### src/rtl/pwm_generator.sv
// Double-buffered PWM generator: free-running period counter, shadowed top/compare, 0..100% duty.
// Define PWM_PHASE_CORRECT_EN to build a center-aligned up/down counter instead of edge-aligned.
module pwm_generator #(
  parameter int unsigned      WIDTH     = 8,
  parameter logic [WIDTH-1:0] RESET_TOP = {WIDTH{1'b1}}
) (
  input  logic             i_clk,
  input  logic             i_reset,
  input  logic [WIDTH-1:0] i_top,
  input  logic             i_top_valid,
  input  logic [WIDTH:0]   i_compare,
  input  logic             i_compare_valid,
  output logic             o_pwm,
  output logic             o_period_start,
  output logic [WIDTH-1:0] o_count
);

  localparam logic [WIDTH-1:0] CNT_ZERO = {WIDTH{1'b0}};
  localparam logic [WIDTH-1:0] CNT_ONE  = WIDTH'(1'b1);
  localparam logic [WIDTH:0]   CMP_ZERO = {(WIDTH+1){1'b0}};

  logic [WIDTH-1:0] count_r;
  logic [WIDTH-1:0] count_nxt_s;
  logic [WIDTH-1:0] active_top_r;
  logic [WIDTH-1:0] shadow_top_r;
  logic [WIDTH-1:0] new_top_s;
  logic [WIDTH:0]   active_cmp_r;
  logic [WIDTH:0]   shadow_cmp_r;
  logic [WIDTH:0]   new_cmp_s;
  logic             wrap_s;
  logic             pwm_r;
  logic             period_start_r;

  // Values loaded into the active registers at a wrap; a strobe in that same cycle bypasses the shadow.
  always_comb begin
    new_top_s = shadow_top_r;
    new_cmp_s = shadow_cmp_r;
    if (i_top_valid) begin
      new_top_s = i_top;
    end else begin
      new_top_s = shadow_top_r;
    end
    if (i_compare_valid) begin
      new_cmp_s = i_compare;
    end else begin
      new_cmp_s = shadow_cmp_r;
    end
  end

`ifdef PWM_PHASE_CORRECT_EN
  logic dir_down_r;
  logic dir_down_nxt_s;

  // Count 0 only appears at the bottom of a down slope (or straight after reset), so it marks the reload.
  assign wrap_s = (count_r == CNT_ZERO);

  // Up/down sequencing 0,1..top,top-1..1; a zero top parks the counter at 0.
  always_comb begin
    count_nxt_s    = count_r;
    dir_down_nxt_s = dir_down_r;
    if (wrap_s) begin
      dir_down_nxt_s = 1'b0;
      if (new_top_s == CNT_ZERO) begin
        count_nxt_s = CNT_ZERO;
      end else begin
        count_nxt_s = CNT_ONE;
      end
    end else if (dir_down_r) begin
      count_nxt_s    = count_r - CNT_ONE;
      dir_down_nxt_s = 1'b1;
    end else if (count_r == active_top_r) begin
      count_nxt_s    = count_r - CNT_ONE;
      dir_down_nxt_s = 1'b1;
    end else begin
      count_nxt_s    = count_r + CNT_ONE;
      dir_down_nxt_s = 1'b0;
    end
  end

  // Direction register, reset to counting up.
  always_ff @(posedge i_clk or posedge i_reset) begin
    if (i_reset) begin
      dir_down_r <= 1'b0;
    end else begin
      dir_down_r <= dir_down_nxt_s;
    end
  end
`else
  assign wrap_s = (count_r == active_top_r);

  // Edge-aligned up-counter: wraps to 0 after reaching the active top.
  always_comb begin
    count_nxt_s = count_r;
    if (wrap_s) begin
      count_nxt_s = CNT_ZERO;
    end else begin
      count_nxt_s = count_r + CNT_ONE;
    end
  end
`endif

  // Counter, shadow/active buffers and registered outputs.
  always_ff @(posedge i_clk or posedge i_reset) begin
    if (i_reset) begin
      count_r        <= CNT_ZERO;
      shadow_top_r   <= RESET_TOP;
      active_top_r   <= RESET_TOP;
      shadow_cmp_r   <= CMP_ZERO;
      active_cmp_r   <= CMP_ZERO;
      pwm_r          <= 1'b0;
      period_start_r <= 1'b0;
    end else begin
      count_r      <= count_nxt_s;
      shadow_top_r <= new_top_s;
      shadow_cmp_r <= new_cmp_s;
      if (wrap_s) begin
        active_top_r <= new_top_s;
        active_cmp_r <= new_cmp_s;
      end else begin
        active_top_r <= active_top_r;
        active_cmp_r <= active_cmp_r;
      end
      // Compare is one bit wider than the counter so compare = top+1 yields a constant high.
      pwm_r          <= ({1'b0, count_r} < active_cmp_r);
      period_start_r <= (count_r == CNT_ZERO);
    end
  end

  assign o_pwm          = pwm_r;
  assign o_period_start = period_start_r;
  assign o_count        = count_r;

endmodule

### config.mk
export PLATFORM = sky130hd
export DESIGN_NAME = pwm_generator
export DESIGN_NICKNAME = d
export VERILOG_FILES = /design/src/rtl/pwm_generator.sv
export SDC_FILE = /design/constraint.sdc
export NUM_CORES = 1
export LEC_CHECK = 0
export BUFFER_PORTS_ARGS = -buffer_cell sky130_fd_sc_hd__buf_2
export CAP_MARGIN = 20
export CELL_PAD_IN_SITES_DETAIL_PLACEMENT = 0
export CELL_PAD_IN_SITES_GLOBAL_PLACEMENT = 1
export CORE_MARGIN = 4
export CORE_UTILIZATION = 46
export CTS_CLUSTER_SIZE = 10
export DETAILED_ROUTE_END_ITERATION = 7
export PLACE_DENSITY = 0.81
export REMOVE_ABC_BUFFERS = 1
export SETUP_SLACK_MARGIN = 0.3
export SKIP_CTS_REPAIR_TIMING = 1
export SLEW_MARGIN = 10
export SYNTH_ARGS = -nofsm -noshare
export SYNTH_HDL_FRONTEND = slang
export SYNTH_SLANG_ARGS = --single-unit
### constraint.sdc
create_clock -name i_clk -period 1.86 [get_ports i_clk]
set_input_delay 0.372 -clock i_clk [delete_from_list [all_inputs] [get_ports i_clk]]
set_output_delay 0.372 -clock i_clk [all_outputs]
set_load 0.02 [all_outputs]
# == After elaboration in Yosys (flattened, before gate mapping) ==
# Cells that the tools add are included.
# op_classes
addsub,1
mul,0
div_mod_pow,0
order_cmp,1
eq_ne,1
n_shift,0
n_mux,3
bitwise_logic,0
reduce_logical,1
# ops
op,count
2-to-1 mux 8 bit,2
less-than comparator 8 x 9 -> 1 bit,1
2-to-1 mux 9 bit,1
"adder 8 x 1 -> 8 bit, second input constant",1
== test 8 bit,1
logical NOT 8 bit,1
# totals
reg_bits,44
latch_bits,0
ram_bits,0
romBits,0
inputBits,21
out_inout_bits,10
memories,0

# == Logic depth before layout (Yosys ltp) ==
# Gate-level depths: netlist (run 1).
# depth
ltp_word,2
mapped_depth,6
mapped_depth_nobuf,6

# == Least setup slack after synthesis (run 1) ==
# Ideal clock, no wire load.
# synth_timing
path_kind,register to register
from,"register count_r[2], in the netlist o_count[2]"
to,register active_cmp_r[0]
arrival_time_ns,1.540
t_required_ns,1.735
setup_slack_ns,0.195
stages_incl_launch_ff,7
synth_period_minus_slack_ns,1.665
cell_sequence,dfrtp_1 > buf_6 > xnor2_1 > nand4_1 > nor2_4 > buf_12 > mux2_4
# synth_between
elab_chain_len,1
# synth_rtl
item,line,source
start: declaration,22,logic [WIDTH-1:0] count_r;
start signal: assignment,113,count_r <= count_nxt_s;
== test 8 bit,89,assign wrap_s = (count_r == active_top_r);
end signal: assignment,118,active_cmp_r <= new_cmp_s;
end signal: assignment,121,active_cmp_r <= active_cmp_r;
end: declaration,27,logic [WIDTH:0] active_cmp_r;
# Every way passes these cells.
# A chain may end at the register's enable or synchronous reset.

# == Worst setup path after layout (run 1) ==
# layout_timing
from,register active_top_r[6]
to,register active_cmp_r[8]
# layout_between
elab_chain_len,1
# layout_rtl
item,line,source
start: declaration,24,logic [WIDTH-1:0] active_top_r;
start signal: assignment,117,active_top_r <= new_top_s;
start signal: assignment,120,active_top_r <= active_top_r;
== test 8 bit,89,
# Every way passes these cells.

==> impl_metrics.py, run 1 <==
metrics = {
    "setup_path": {
        "ff2ff_path_depth": 5,
        "critPathArrivalTime_ns": 1.89,
        "start_kind": "flip-flop",
        "crit_chain": "xnor2_1 > nand4_1 > nor2_4 > clkbuf_16 > mux2_4",
        "cp_top_family": "flip-flops",
        "crit_type": "flip-flop to flip-flop",
        "r2r_start": "active_top_r[6]$_DFFE_PP1N_",
        "crit_slowest_cell": "dfstp_2",
        "cp-end-kind": "flip-flop",
        "critical_path.max_fanout": 6,
        "critPathRequiredTime_ns": 2.04,
        "critPathBufInv": 1,
        "slowest_delay_ns": 0.54,
        "r2r-end": "active_cmp_r[8]$_DFFE_PP0N_",
        "reg2reg_slack_ns": 0.15,
    },
    "global_route": {
        "met2_usage_pct": 25.4,
        "grt_pass1_vias": 1353,
        "track_usage_pct": 14.4,
        "grt_pass1_wl_mm": 6.01,
        "grtUsageMet1_pct": 16.7,
        "met3_usage_pct": 4.41,
        "antenna_found_initial": 0,
        "busiest_layer": "met2",
        "overflow": 0,
        "grt_max_degree": 45,
    },
    "floorplan": {
        "die_h_um": 74.6,
        "die_area_um2": 5570,
        "start_util_pct": 49.3,
        "core_um2": 4140,
        "rows": 23,
        "die-width_um": 74.6,
        "ios": 31,
    },
    "power": {
        "clockPowerShare_pct": 14.7,
        "netSwitchingFraction_pct": 33.2,
        "power.density_nw_per_um2": 1500,
        "power.internal_w": 0.00249,
        "p_leak_nw": 1.15,
        "p_total_w": 0.00373,
        "seqPwrFrac_pct": 43.1,
        "vdd.ir_drop.worst_mv": 0.575,
        "combPwrFrac_pct": 42.2,
        "p_sw_w": 0.00124,
    },
    "synthesis": {
        "synth_seq_area_share_pct": 54.9,
        "synth.distinct_cells": 28,
        "syn_area_per_cell_um2": 14.0,
        "yosysTopAreaCellShare_pct": 34.3,
        "ys_ff_latch": 44,
        "synth_area_leaders": "dfrtp_1 34%, dfstp_2 21%, mux2_2 12%, mux2_4 8.8%, ha_1 5.5%",
        "synth_area_um2": 2040,
        "yosysTopAreaCell": "dfrtp_1",
        "ys_warn_count": 0,
        "syn_inst": 146,
    },
    "timing": {
        "rsz0062_at_grt": "yes",
        "slew_headroom_pct": 64.5,
        "worst_pin_slew_ns": 0.532,
        "fmax_mhz": 586,
        "maxSlewViolCount": 0,
        "setup_viol": 0,
        "clock-skew-final_ns": 0.00377,
        "final.period_utilization_pct": 91.8,
        "fin_crit_ns": 1.71,
        "hold_viol_final": 0,
    },
    "route": {
        "drt_wl_total_mm": 3.72,
        "drt-initial-drc-count": 34,
        "routedWlPerCell_um": 15.4,
        "drc": 0,
        "vias_per_cell": 5.10,
        "first_pass_iters": 2,
        "drtAntennaViolNets": 0,
        "route.vias.total": 1228,
    },
    "placement": {
        "dp.cells": 225,
        "gp_congestion": 0.684,
        "numPortBuffers": 30,
    },
    "finish": {
        "diodes": 0,
        "final_cell_mix": "30 x buf_2, 25 x dfrtp_1, 17 x mux2_2, 17 x mux2_4, 16 x dfstp_2",
        "layout_commonest_cell": "buf_2",
        "final_cell_count_no_fill": 241,
        "syn2layout_area_growth_pct": 21.9,
        "drive_above_1_share_pct": 57.1,
        "nets": 221,
    },
    "clock_network": {
        "cts_made_buffers": 5,
        "cts_sinks": 44,
        "cts-root-buf": "clkbuf_8",
        "clkTransAtPathRegs_ns": 0.08,
        "tritoncts": "built",
        "cts_max_level": 2,
        "worstSkewPairLatency_ns": 0.29,
        "clockBufferDepth": 2,
    },
    "run": {
        "drv_cap": 0,
    },
    "hold_path": {
        "min_path_type": "input pin to asynchronous set/reset pin",
    },
    "run_status": {
        "status": "finished clean",
    },
}
state kept, by name, summed over array words and instances (netlist names):
register / cells
active_cmp_r: 9
o_period_start: 1
shadow_cmp_r: 9
shadow_top_r: 8
active_top_r: 8
o_pwm: 1
o_count: 8
cell type report:
type | instances | area [um^2]
Clock buffer | 6 | 72.6
Clock inverter | 1 | 5.00
Multi-Input combinational cell | 86 | 888
Inverter | 11 | 41.3
Sequential cell | 44 | 1120
Tap cell | 50 | 62.6
Timing Repair Buffer | 43 | 295
Fill cell | 354 | 1650
worst max path at each step:
stage | slack, ns | from | endpoint | cells after the start
finish | 0.15 | active_top_r[6]$_DFFE_PP1N_ | active_cmp_r[8]$_DFFE_PP0N_ | 5
global route | 0.10 | o_count[6]$_DFF_PP0_ | active_cmp_r[7]$_DFFE_PP0N_ | 5
CTS | 0.17 | active_top_r[7]$_DFFE_PP1N_ | active_cmp_r[6]$_DFFE_PP0N_ | 5
detailed placement | 0.18 | active_top_r[6]$_DFFE_PP1N_ | active_cmp_r[6]$_DFFE_PP0N_ | 5
global placement | 0.20 | active_top_r[7]$_DFFE_PP1N_ | active_cmp_r[6]$_DFFE_PP0N_ | 5
floorplan | -0.02 | o_count[4]$_DFF_PP0_ | active_cmp_r[2]$_DFFE_PP0N_ | 4
cells by family after synthesis:
kind of cell / count (synthesis) / synth area share, %
DFF: 44 / 54.9
muxes: 34 / 20.9
and+or+nand+nor: 22 / 5.88
buffers and inverters: 16 / 4.53
xor gates and xnor gates: 14 / 6.00
adders and majority gates: 9 / 5.51
AOI/OAI and AO/OA: 7 / 2.27
per-stage QoR:
| step | instance area [um^2] | utilization, % | setup TNS [ns] | hold slack, ns | worst slack, ns |
|---|---|---|---|---|---|
| after detailed placement | 2250 | 54.2 | 0 | 0.485 | 0.180 |
| after CTS | 2320 | 56.1 | 0 | 0.215 | 0.165 |
| after global routing | 2490 | 60.1 | 0 | 0.258 | 0.100 |
| final | 2490 | 60.1 | 0 | 0.203 | 0.153 |
| after floorplan | 1990 | - | -0.0774 | 0.439 | -0.0155 |
| after global placement | 2250 | 54.2 | 0 | 0.480 | 0.199 |
synth_stat cells, drive strengths merged:
cell type	n
a2111oi	1
nand2b	1
or4b	1
clkbuf	1
nor2b	1
nor4	1
nor2	8
ha	9
o21ai	1
nand2	1
a21oi	2
dfstp	16
and3	2
o21a	1
buf	4
o211ai	1
mux2	34
a21o	1
nand4	2
inv	11
nand3	5
xor2	4
dfrtp	28
xnor2	10
layer usage:
layer | vias to the layer above | wire, um
li1 | 582 | -
met2 | 29 | 1830
met1 | 611 | 1600
met5 | - | 0
met3 | 6 | 237
met4 | 0 | 49
power groups by stage:
stage	sequential, W	combinational (W)	clock, W
after detailed placement	0.00162	0.00136	0
after global routing	0.00165	0.00175	0.000616
after CTS	0.00161	0.00137	0.000578
after floorplan	0.00168	0.000889	0
final	0.00161	0.00157	0.000549
after global placement	0.00160	0.00131	0
worst min-delay path: cells and delay by family:
family	cells	cell delay, ns
buffers and inverters	3	0.57
(Power assumes the default switching activity.)
==> inputs of run 2 (changes only) <==
CORE_UTILIZATION = 48   (was 46)
CTS_BUF_LIST = sky130_fd_sc_hd__clkbuf_8   (was default)
PLACE_DENSITY = 0.84   (was 0.81)
==> impl_metrics.py, run 2 (same netlist as run 1, synthesis figures left out) <==
metrics = {
    "power": {
        "power.density_nw_per_um2": 1550,
        "vdd.ir_drop.worst_mv": 0.630,
        "p_total_w": 0.00387,
        "p_leak_nw": 1.15,
    },
    "route": {
        "routedWlPerCell_um": 15.6,
        "first_pass_iters": 5,
        "route.vias.total": 1225,
        "drc": 0,
        "drt_wl_total_mm": 3.79,
        "drt-initial-drc-count": 59,
        "vias_per_cell": 5.06,
        "drtAntennaViolNets": 0,
    },
    "run_status": {
        "status": "finished clean",
    },
    "setup_path": {
        "critPathRequiredTime_ns": 2.04,
        "start_kind": "flip-flop",
        "crit_chain": "xnor2_1 > nand4_1 > nor2_4 > clkbuf_16 > mux2_4",
        "cp-end-kind": "flip-flop",
        "crit_type": "flip-flop to flip-flop",
        "critPathArrivalTime_ns": 1.90,
        "critical_path.max_fanout": 6,
        "crit_slowest_cell": "dfstp_2",
        "reg2reg_slack_ns": 0.14,
        "slowest_delay_ns": 0.56,
    },
    "finish": {
        "finish.utilization_pct": 61.5,
        "fillers": 322,
        "largest_registers": "active_cmp_r x9, shadow_cmp_r x9",
        "layout_commonest_cell": "buf_2",
        "syn2layout_area_growth_pct": 22.2,
        "drive_above_1_share_pct": 57.3,
        "final_cell_mix": "30 x buf_2, 23 x dfrtp_1, 19 x mux2_2",
        "diodes": 0,
        "multi_input_area_um2": 858,
        "finalInstanceArea_um2": 2500,
        "seqCellArea_um2": 1130,
        "nets": 221,
    },
    "global_route": {
        "grt_pass1_vias": 1240,
        "met2_usage_pct": 23.8,
        "grt_max_degree": 45,
        "antenna_found_initial": 0,
        "busiest_layer": "met2",
        "overflow": 0,
        "grtUsageMet1_pct": 17.4,
        "track_usage_pct": 14.6,
        "grt_pass1_wl_mm": 5.74,
        "met3_usage_pct": 3.86,
    },
    "timing": {
        "slew_headroom_pct": 64.2,
        "fin_tns_setup_ns": 0,
        "fin_crit_ns": 1.72,
        "maxSlewViolCount": 0,
        "fmax_mhz": 582,
        "worst_pin_slew_ns": 0.537,
        "clock-skew-final_ns": 0.0103,
        "hold_viol_final": 0,
        "rsz0062_at_grt": "yes",
        "setup_viol": 0,
        "final.period_utilization_pct": 92.4,
    },
    "floorplan": {
        "die_area_um2": 5360,
        "rows": 23,
        "start_util_pct": 50.4,
        "ios": 31,
        "core_um2": 4060,
        "die-width_um": 73.2,
        "die_h_um": 73.2,
    },
    "clock_network": {
        "cts_made_buffers": 5,
        "tritoncts": "built",
        "clockBufferDepth": 2,
        "cts-root-buf": "clkbuf_8",
        "cts_max_level": 2,
        "cts_sinks": 44,
        "clkTransAtPathRegs_ns": 0.09,
        "worstSkewPairLatency_ns": 0.30,
    },
    "placement": {
        "place_hpwl_mm": 2.48,
        "dpl-instance-area_um2": 2250,
        "gp_congestion": 0.703,
        "numPortBuffers": 30,
    },
    "run": {
        "drv_cap": 0,
    },
    "hold_path": {
        "min_path_type": "input pin to asynchronous set/reset pin",
    },
}
## run 2: cell count changes in the layout (fill, tap and decap cells not counted), moves of 2 or more
cell,change
dfrtp_1,-2
xnor2_2,-3
mux2_2,+2
dfrtp_2,+2
mux2_4,-2
xnor2_1,+3
## run 2: per-stage QoR
stage	std cells	hold WS (ns)	setup slack, ns
after CTS	233	0.208	0.139
after global placement	225	0.479	0.193
after floorplan	141	0.439	-0.0155
final	242	0.195	0.142
after detailed placement	225	0.486	0.164
after global routing	242	0.242	0.0676
## run 2: where the power goes
group	internal, W	leakage (nW)	switching [W]	total, W
Sequential	0.00135	0.500	0.000264	0.00161
Clock	0.000397	0.0541	0.000328	0.000726
Combinational	0.000859	0.591	0.000674	0.00153
## run 2: layer usage
layer  part of all wire (%)  vias up  wire length, um
li1                       -      581                -
met1                     43      605             1630
met2                     49       30             1860
met3                    5.7        9              216
met4                    2.2        0               82
met5                      0        -                0
## run 2: path summary, 6_finish.rpt
kind                       cells past startpoint                          end                        start
setup reg to reg                               5  active_cmp_r[0]$_DFFE_PP0N_  active_top_r[7]$_DFFE_PP1N_
hold / removal                                 3         o_count[3]$_DFF_PP0_                      i_reset
min in group i_clk                             2    shadow_top_r[7]$_DFF_PP1_                     i_top[7]
max in group asynchronous                      3         o_count[5]$_DFF_PP0_                      i_reset
hold reg to reg                                1    shadow_cmp_r[6]$_DFF_PP0_    shadow_cmp_r[6]$_DFF_PP0_
setup / recovery                               5  active_cmp_r[0]$_DFFE_PP0N_  active_top_r[7]$_DFFE_PP1N_
## run 2: area by class of cell
cell class,count,area share [%]
Timing Repair Buffer,43,11.8
Inverter,11,1.65
Multi-Input combinational cell,86,34.4
Clock buffer,5,2.76
Sequential cell,44,45.2
Clock inverter,3,1.70
Tap cell,50,2.51
## run 2: critical path: cells and delay by family, from the launching register on
family,cells,cell delay [ns]
xor+xnor,1,0.12
buf+inv,1,0.21
flops,1,0.56
mux,1,0.30
simple gates,2,0.41
